### config.mk
export PLATFORM = sky130hd
export DESIGN_NAME = instr_fetch
export DESIGN_NICKNAME = d
export VERILOG_FILES = /design/src/rtl/instr_fetch.sv
export SDC_FILE = /design/constraint.sdc
export NUM_CORES = 1
export LEC_CHECK = 0
export ABC_AREA = 1
export CORE_MARGIN = 3
export CORE_UTILIZATION = 42
export DETAILED_ROUTE_END_ITERATION = 12
export PLACE_DENSITY = 0.82
export SLEW_MARGIN = 5
export SYNTH_ARGS = -nofsm -noshare
export SYNTH_HDL_FRONTEND = slang
export SYNTH_SLANG_ARGS = --single-unit
### constraint.sdc
create_clock -name clk -period 3.8 [get_ports clk]
set_clock_uncertainty 0.1 [all_clocks]
set_input_delay 0.76 -clock clk [delete_from_list [all_inputs] [get_ports clk]]
set_output_delay 0.76 -clock clk [all_outputs]
set_load 0.02 [all_outputs]
### src/rtl/instr_fetch.sv
// Instruction fetch unit: demand fetches from memory and, with INSTR_FETCH_PREFETCH_EN
// defined, a sequential prefetch queue of QDEPTH words with tag-matched hits.
module instr_fetch #(
  parameter int QDEPTH = 2
) (
  input  logic        clk,
  input  logic        reset,
  input  logic        fetch_req,
  input  logic [31:0] fetch_addr,
  output logic [31:0] instruction,
  output logic        instr_valid,
  output logic        fetch_busy,
  output logic        fetch_err,
  output logic        mem_rd,
  output logic [31:0] mem_addr,
  input  logic [31:0] mem_rdata,
  input  logic        mem_ack,
  output logic [1:0]  dbg_state_o
);

  // Memory handshake: mem_rd/mem_addr stay constant from issue until the edge
  // that samples mem_ack=1; that edge either drops mem_rd or starts the next read.
  typedef enum logic [1:0] {IDLE, DEMAND, PREFETCH, DRAIN} state_e;

  state_e      state_q, state_d;
  logic        mem_rd_q, mem_rd_d;
  logic [31:0] mem_addr_q, mem_addr_d;
  logic [31:0] instr_q, instr_d;
  logic        valid_q, valid_d;
  logic        busy_q, busy_d;
  logic        err_q, err_d;
  logic        req_ok;
  logic        misalign;

`ifdef INSTR_FETCH_PREFETCH_EN
  logic [31:0] tag_q [QDEPTH];
  logic [31:0] tag_d [QDEPTH];
  logic [31:0] dat_q [QDEPTH];
  logic [31:0] dat_d [QDEPTH];
  logic [2:0]  cnt_q, cnt_d;
  logic        base_vld_q, base_vld_d;
  logic [31:0] base_q, base_d;
  logic [31:0] dem_q, dem_d;
  logic        hit;
  logic [31:0] tail_tag;
  logic [31:0] pf_addr;

  // Queue holds consecutive words after the base, so the next prefetch follows the tail.
  always_comb begin
    tail_tag = base_q;
    for (int i = 0; i < QDEPTH; i++) begin
      if (3'(i + 1) == cnt_q) tail_tag = tag_q[i];
    end
    pf_addr = tail_tag + 32'd4;
  end

  assign hit = (cnt_q != 3'd0) && (tag_q[0] == fetch_addr);
`endif

  always_comb begin
    state_d    = state_q;
    mem_rd_d   = mem_rd_q;
    mem_addr_d = mem_addr_q;
    instr_d    = instr_q;
    valid_d    = 1'b0;
    busy_d     = busy_q;
    err_d      = 1'b0;
`ifdef INSTR_FETCH_PREFETCH_EN
    tag_d      = tag_q;
    dat_d      = dat_q;
    cnt_d      = cnt_q;
    base_d     = base_q;
    base_vld_d = base_vld_q;
    dem_d      = dem_q;
`endif
    req_ok   = fetch_req & ~busy_q;
    misalign = (fetch_addr[1:0] != 2'b00);

    case (state_q)
      IDLE: begin
        if (req_ok && misalign) begin
          err_d = 1'b1;
`ifdef INSTR_FETCH_PREFETCH_EN
        end else if (req_ok && hit) begin
          instr_d    = dat_q[0];
          valid_d    = 1'b1;
          base_d     = tag_q[0];
          base_vld_d = 1'b1;
          for (int i = 0; i < QDEPTH - 1; i++) begin
            tag_d[i] = tag_d[i + 1];
            dat_d[i] = dat_d[i + 1];
          end
          cnt_d = cnt_d - 3'd1;
`endif
        end else if (req_ok) begin
`ifdef INSTR_FETCH_PREFETCH_EN
          cnt_d = 3'd0;
`endif
          busy_d     = 1'b1;
          mem_rd_d   = 1'b1;
          mem_addr_d = fetch_addr;
          state_d    = DEMAND;
`ifdef INSTR_FETCH_PREFETCH_EN
        end else if (base_vld_q && (cnt_q < 3'(QDEPTH))) begin
          mem_rd_d   = 1'b1;
          mem_addr_d = pf_addr;
          state_d    = PREFETCH;
`endif
        end
      end

      DEMAND: begin
        if (mem_ack) begin
          instr_d  = mem_rdata;
          valid_d  = 1'b1;
          busy_d   = 1'b0;
          mem_rd_d = 1'b0;
          state_d  = IDLE;
`ifdef INSTR_FETCH_PREFETCH_EN
          base_d     = mem_addr_q;
          base_vld_d = 1'b1;
`endif
        end
      end

`ifdef INSTR_FETCH_PREFETCH_EN
      PREFETCH: begin
        if (req_ok && !misalign && !hit) begin
          // Miss while a prefetch is outstanding: queue is stale either way.
          cnt_d  = 3'd0;
          busy_d = 1'b1;
          if (fetch_addr == mem_addr_q) begin
            if (mem_ack) begin
              instr_d    = mem_rdata;
              valid_d    = 1'b1;
              busy_d     = 1'b0;
              mem_rd_d   = 1'b0;
              base_d     = mem_addr_q;
              base_vld_d = 1'b1;
              state_d    = IDLE;
            end else begin
              state_d = DEMAND;
            end
          end else if (mem_ack) begin
            mem_addr_d = fetch_addr;
            mem_rd_d   = 1'b1;
            state_d    = DEMAND;
          end else begin
            dem_d   = fetch_addr;
            state_d = DRAIN;
          end
        end else begin
          if (req_ok && misalign) err_d = 1'b1;
          if (req_ok && hit) begin
            instr_d    = dat_q[0];
            valid_d    = 1'b1;
            base_d     = tag_q[0];
            base_vld_d = 1'b1;
            for (int i = 0; i < QDEPTH - 1; i++) begin
              tag_d[i] = tag_d[i + 1];
              dat_d[i] = dat_d[i + 1];
            end
            cnt_d = cnt_d - 3'd1;
          end
          if (mem_ack) begin
            for (int i = 0; i < QDEPTH; i++) begin
              if (3'(i) == cnt_d) begin
                tag_d[i] = mem_addr_q;
                dat_d[i] = mem_rdata;
              end
            end
            cnt_d    = cnt_d + 3'd1;
            mem_rd_d = 1'b0;
            state_d  = IDLE;
          end
        end
      end

      DRAIN: begin
        if (mem_ack) begin
          mem_addr_d = dem_q;
          mem_rd_d   = 1'b1;
          state_d    = DEMAND;
        end
      end
`endif

      default: state_d = IDLE;
    endcase
  end

  always_ff @(posedge clk or posedge reset) begin
    if (reset) begin
      state_q    <= IDLE;
      mem_rd_q   <= 1'b0;
      mem_addr_q <= 32'd0;
      instr_q    <= 32'd0;
      valid_q    <= 1'b0;
      busy_q     <= 1'b0;
      err_q      <= 1'b0;
`ifdef INSTR_FETCH_PREFETCH_EN
      for (int i = 0; i < QDEPTH; i++) begin
        tag_q[i] <= 32'd0;
        dat_q[i] <= 32'd0;
      end
      cnt_q      <= 3'd0;
      base_vld_q <= 1'b0;
      base_q     <= 32'd0;
      dem_q      <= 32'd0;
`endif
    end else begin
      state_q    <= state_d;
      mem_rd_q   <= mem_rd_d;
      mem_addr_q <= mem_addr_d;
      instr_q    <= instr_d;
      valid_q    <= valid_d;
      busy_q     <= busy_d;
      err_q      <= err_d;
`ifdef INSTR_FETCH_PREFETCH_EN
      tag_q      <= tag_d;
      dat_q      <= dat_d;
      cnt_q      <= cnt_d;
      base_vld_q <= base_vld_d;
      base_q     <= base_d;
      dem_q      <= dem_d;
`endif
    end
  end

  assign instruction = instr_q;
  assign instr_valid = valid_q;
  assign fetch_busy  = busy_q;
  assign fetch_err   = err_q;
  assign mem_rd      = mem_rd_q;
  assign mem_addr    = mem_addr_q;
  assign dbg_state_o = state_q;

endmodule

==> insert_results.sql <==
INSERT INTO impl_metrics (metric_group, metric, value, unit) VALUES
('global_routing', 'grt_start_max_net_pins', '41', ''),
('sta', 'transition_time_of_the_tightest_slew_check_pin', '622', 'ps'),
('critical_path', 'crit_type', 'reg -> out', ''),
('sta', 'timing.fmax', '426', 'MHz'),
('final_layout', 'mostFrequentLayoutCell', 'nand2_1', ''),
('place', 'globalplace.congestion', '0.756', ''),
('sta', 'grt_setup_unrepaired', 'no', ''),
('final_layout', 'mostFrequentLayoutCells', 'nand2_1 (147), clkdlybuf4s50_1 (136), dfrtp_1 (67)', ''),
('logic_synthesis', 'synth.yosys.seq_area_share', '63.6', '%'),
('logic_synthesis', 'synth_warnings', '0', ''),
('flow_run', 'maxCapViolations', '0', ''),
('logic_synthesis', 'yosys.area_share.adder', '0', '%'),
('sta', 'timing.final.ws_setup', '1450', 'ps'),
('floorplan', 'placementRows', '28', ''),
('place', 'post_dp_cell_area', '4000', 'sq um'),
('global_routing', 'track_usage', '20.3', '%'),
('floorplan', 'coreArea', '5990', 'sq um'),
('place', 'detailedPlacementHpwl', '5080', 'microns'),
('final_layout', 'final.fill_count', '479', ''),
('logic_synthesis', 'netlist_instances', '284', ''),
('clock_network', 'clk_pin_slew_worst_paths', '60', 'ps'),
('logic_synthesis', 'yosys_register_bits', '67', ''),
('logic_synthesis', 'synth_area', '2640', 'sq um'),
('status', 'status', 'finished, final reports clean', ''),
('global_routing', 'globalRouteOverflowTotal', '0', ''),
('sta', 'timing.max_slew.rel_slack', '58.4', '%'),
('routing', 'wl_per_cell', '14.3', 'microns'),
('logic_synthesis', 'synth_compound_area_share', '0.759', '%'),
('final_layout', 'finalNonFillerCells', '497', ''),
('power', 'power.density', '535', 'nW/um^2'),
('critical_path', 'crit_chain', 'clkdlybuf4s50_1', ''),
('sta', 'setup_total_negative_slack', '0', 'ps'),
('sta', 'number_of_hold_violations_in_the_final_report', '0', ''),
('final_layout', 'antenna_cells', '0', ''),
('clock_network', 'cts-root-buf', 'clkbuf_8', ''),
('routing', 'avgViaCountPerCell', '4.70', ''),
('floorplan', 'die_area', '7260', 'sq um'),
('critical_path', 'cp_slowest_stage_delay', '670', 'ps'),
('floorplan', 'die_height', '85.2', 'microns'),
('logic_synthesis', 'yosys.cell_types.count', '16', ''),
('routing', 'total_detailed_routing_wirelength', '7100', 'microns'),
('critical_path', 'worst-path-max-fanout', '7', ''),
('critical_path', 'crit_path_slowest_cell', 'clkdlybuf4s50_1', ''),
('floorplan', 'floorplan.initialDensity', '44.0', '%'),
('floorplan', 'pin_count', '138', ''),
('logic_synthesis', 'post_synth_xor_area_fraction', '0', '%'),
('logic_synthesis', 'basic_gate_share_of_the_synthesized_area_counting_and_or_nand_and_nor_cells', '30.1', '%'),
('sta', 'finalSetupViolCount', '0', ''),
('clock_network', 'ctsLongestPathBuffers', '2', ''),
('final_layout', 'post_route_cells_drive_above_1_share', '7.58', '%'),
('sta', 'slew_viol_final', '0', ''),
('sta', 'final.period_utilization', '61.8', '%'),
('final_layout', 'layout.cell_area.non_filler', '4170', 'sq um'),
('routing', 'routed-via-count', '2336', ''),
('clock_network', 'cts.repair_timing.setup_buffer_count', '0', ''),
('logic_synthesis', 'synth_top_family_by_area', 'simple AND/OR/NAND/NOR gates', ''),
('clock_network', 'cts_tree', 'built', ''),
('logic_synthesis', 'synth.net_count', '352', ''),
('floorplan', 'fp.dieW', '85.2', 'microns'),
('place', 'inst_count_dp', '481', ''),
('logic_synthesis', 'postSynthAreaPerCell', '9.28', 'sq um'),
('routing', 'drt_first_iter_violations', '118', ''),
('power', 'power.ir.vdd_worst', '0.300', 'mV'),
('final_layout', 'layout.nets', '485', ''),
('final_layout', 'multi_input_gate_area_in_the_final_layout', '817', 'sq um'),
('worst_hold_path', 'min_path_type', 'reg -> reg', ''),
('global_routing', 'grt_pass1_wl', '11800', 'microns'),
('clock_network', 'htree_num_levels', '3', ''),
('global_routing', 'initial_antenna_violation_count', '0', ''),
('power', 'cellLeakagePower', '2.03', 'nW'),
('global_routing', 'first_global_vias', '2532', '');
==> sequential cells by signal, indices dropped and copies added (netlist names) <==
register     cells
fetch_err        1
instr_valid      1
fetch_busy       1
instruction     32
mem_addr        32
==> area by class of cell <==
| type | instances | share of cell area (%) |
|---|---|---|
| Inverter | 4 | 0.420 |
| Clock inverter | 2 | 0.240 |
| Tap cell | 75 | 2.25 |
| Clock buffer | 14 | 3.90 |
| Sequential cell | 67 | 40.2 |
| Multi-Input combinational cell | 195 | 19.6 |
| Timing Repair Buffer | 140 | 33.4 |
==> Yosys cell counts <==
master	number	share of area (%)
nand2_1	147	21
dfrtp_1	67	64
nand3_1	30	5.7
buf_2	12	2.3
nand2_2	11	2.6
buf_4	3	0.85
inv_1	3	0.43
a21boi_0	2	0.57
buf_6	2	0.85
buf_12	1	0.76
conb_1	1	0.14
inv_4	1	0.24
nor2_2	1	0.24
nor2_4	1	0.43
nor3_1	1	0.19
o21ai_0	1	0.19
==> layer usage <==
layer | share of wire (%) | GRT usage (%) | wire (microns)
met3 | 8.7 | 5.83 | 617
met1 | 40 | 25.5 | 2870
met5 | 0 | 0 | 0
met4 | 1.6 | 6.91 | 114
met2 | 49 | 33.7 | 3500
==> final timing paths <==
kind,slack [ps],start,cells past startpoint,to
worst min register to register,370,mem_addr[17],2,mem_addr[17]
max in group asynchronous,2460,reset,3,instruction[3]
min in group asynchronous,720,reset,3,instruction[13]
worst min-delay path,370,mem_addr[17],2,mem_addr[17]
worst max-delay path,1450,fetch_busy,1,fetch_busy
worst max register to register,2030,fetch_busy,4,instruction[25]
==> power breakdown <==
group          internal, W  switching, W
combinational     0.000377      0.000390
sequential        0.000862     0.0000874
clock             0.000271      0.000242
total              0.00151      0.000719
==> worst register-to-register path: stages (launching register included) <==
cell,delay [ps]
dfrtp_1,510
nand2_2,440
inv_4,460
nand2_1,120
nand2_1,80
==> cells by family (layout without fill, tap and decap cells) <==
group	after synthesis	in the layout
buffers and inverters	22	160
DFF	67	67
other	1	1
AOI/OAI and AO/OA	3	3
and+or+nand+nor	191	191
==> metrics by stage <==
step / hold WS (ps) / util (%)
2_1_floorplan: 476 / -
3_3_place_gp: 354 / 66.7
3_5_place_dp: 358 / 66.7
4_1_cts: 375 / 69.6
5_1_grt: 399 / 69.6
6_report: 371 / 69.6
Power figures use the tool's default switching activity.
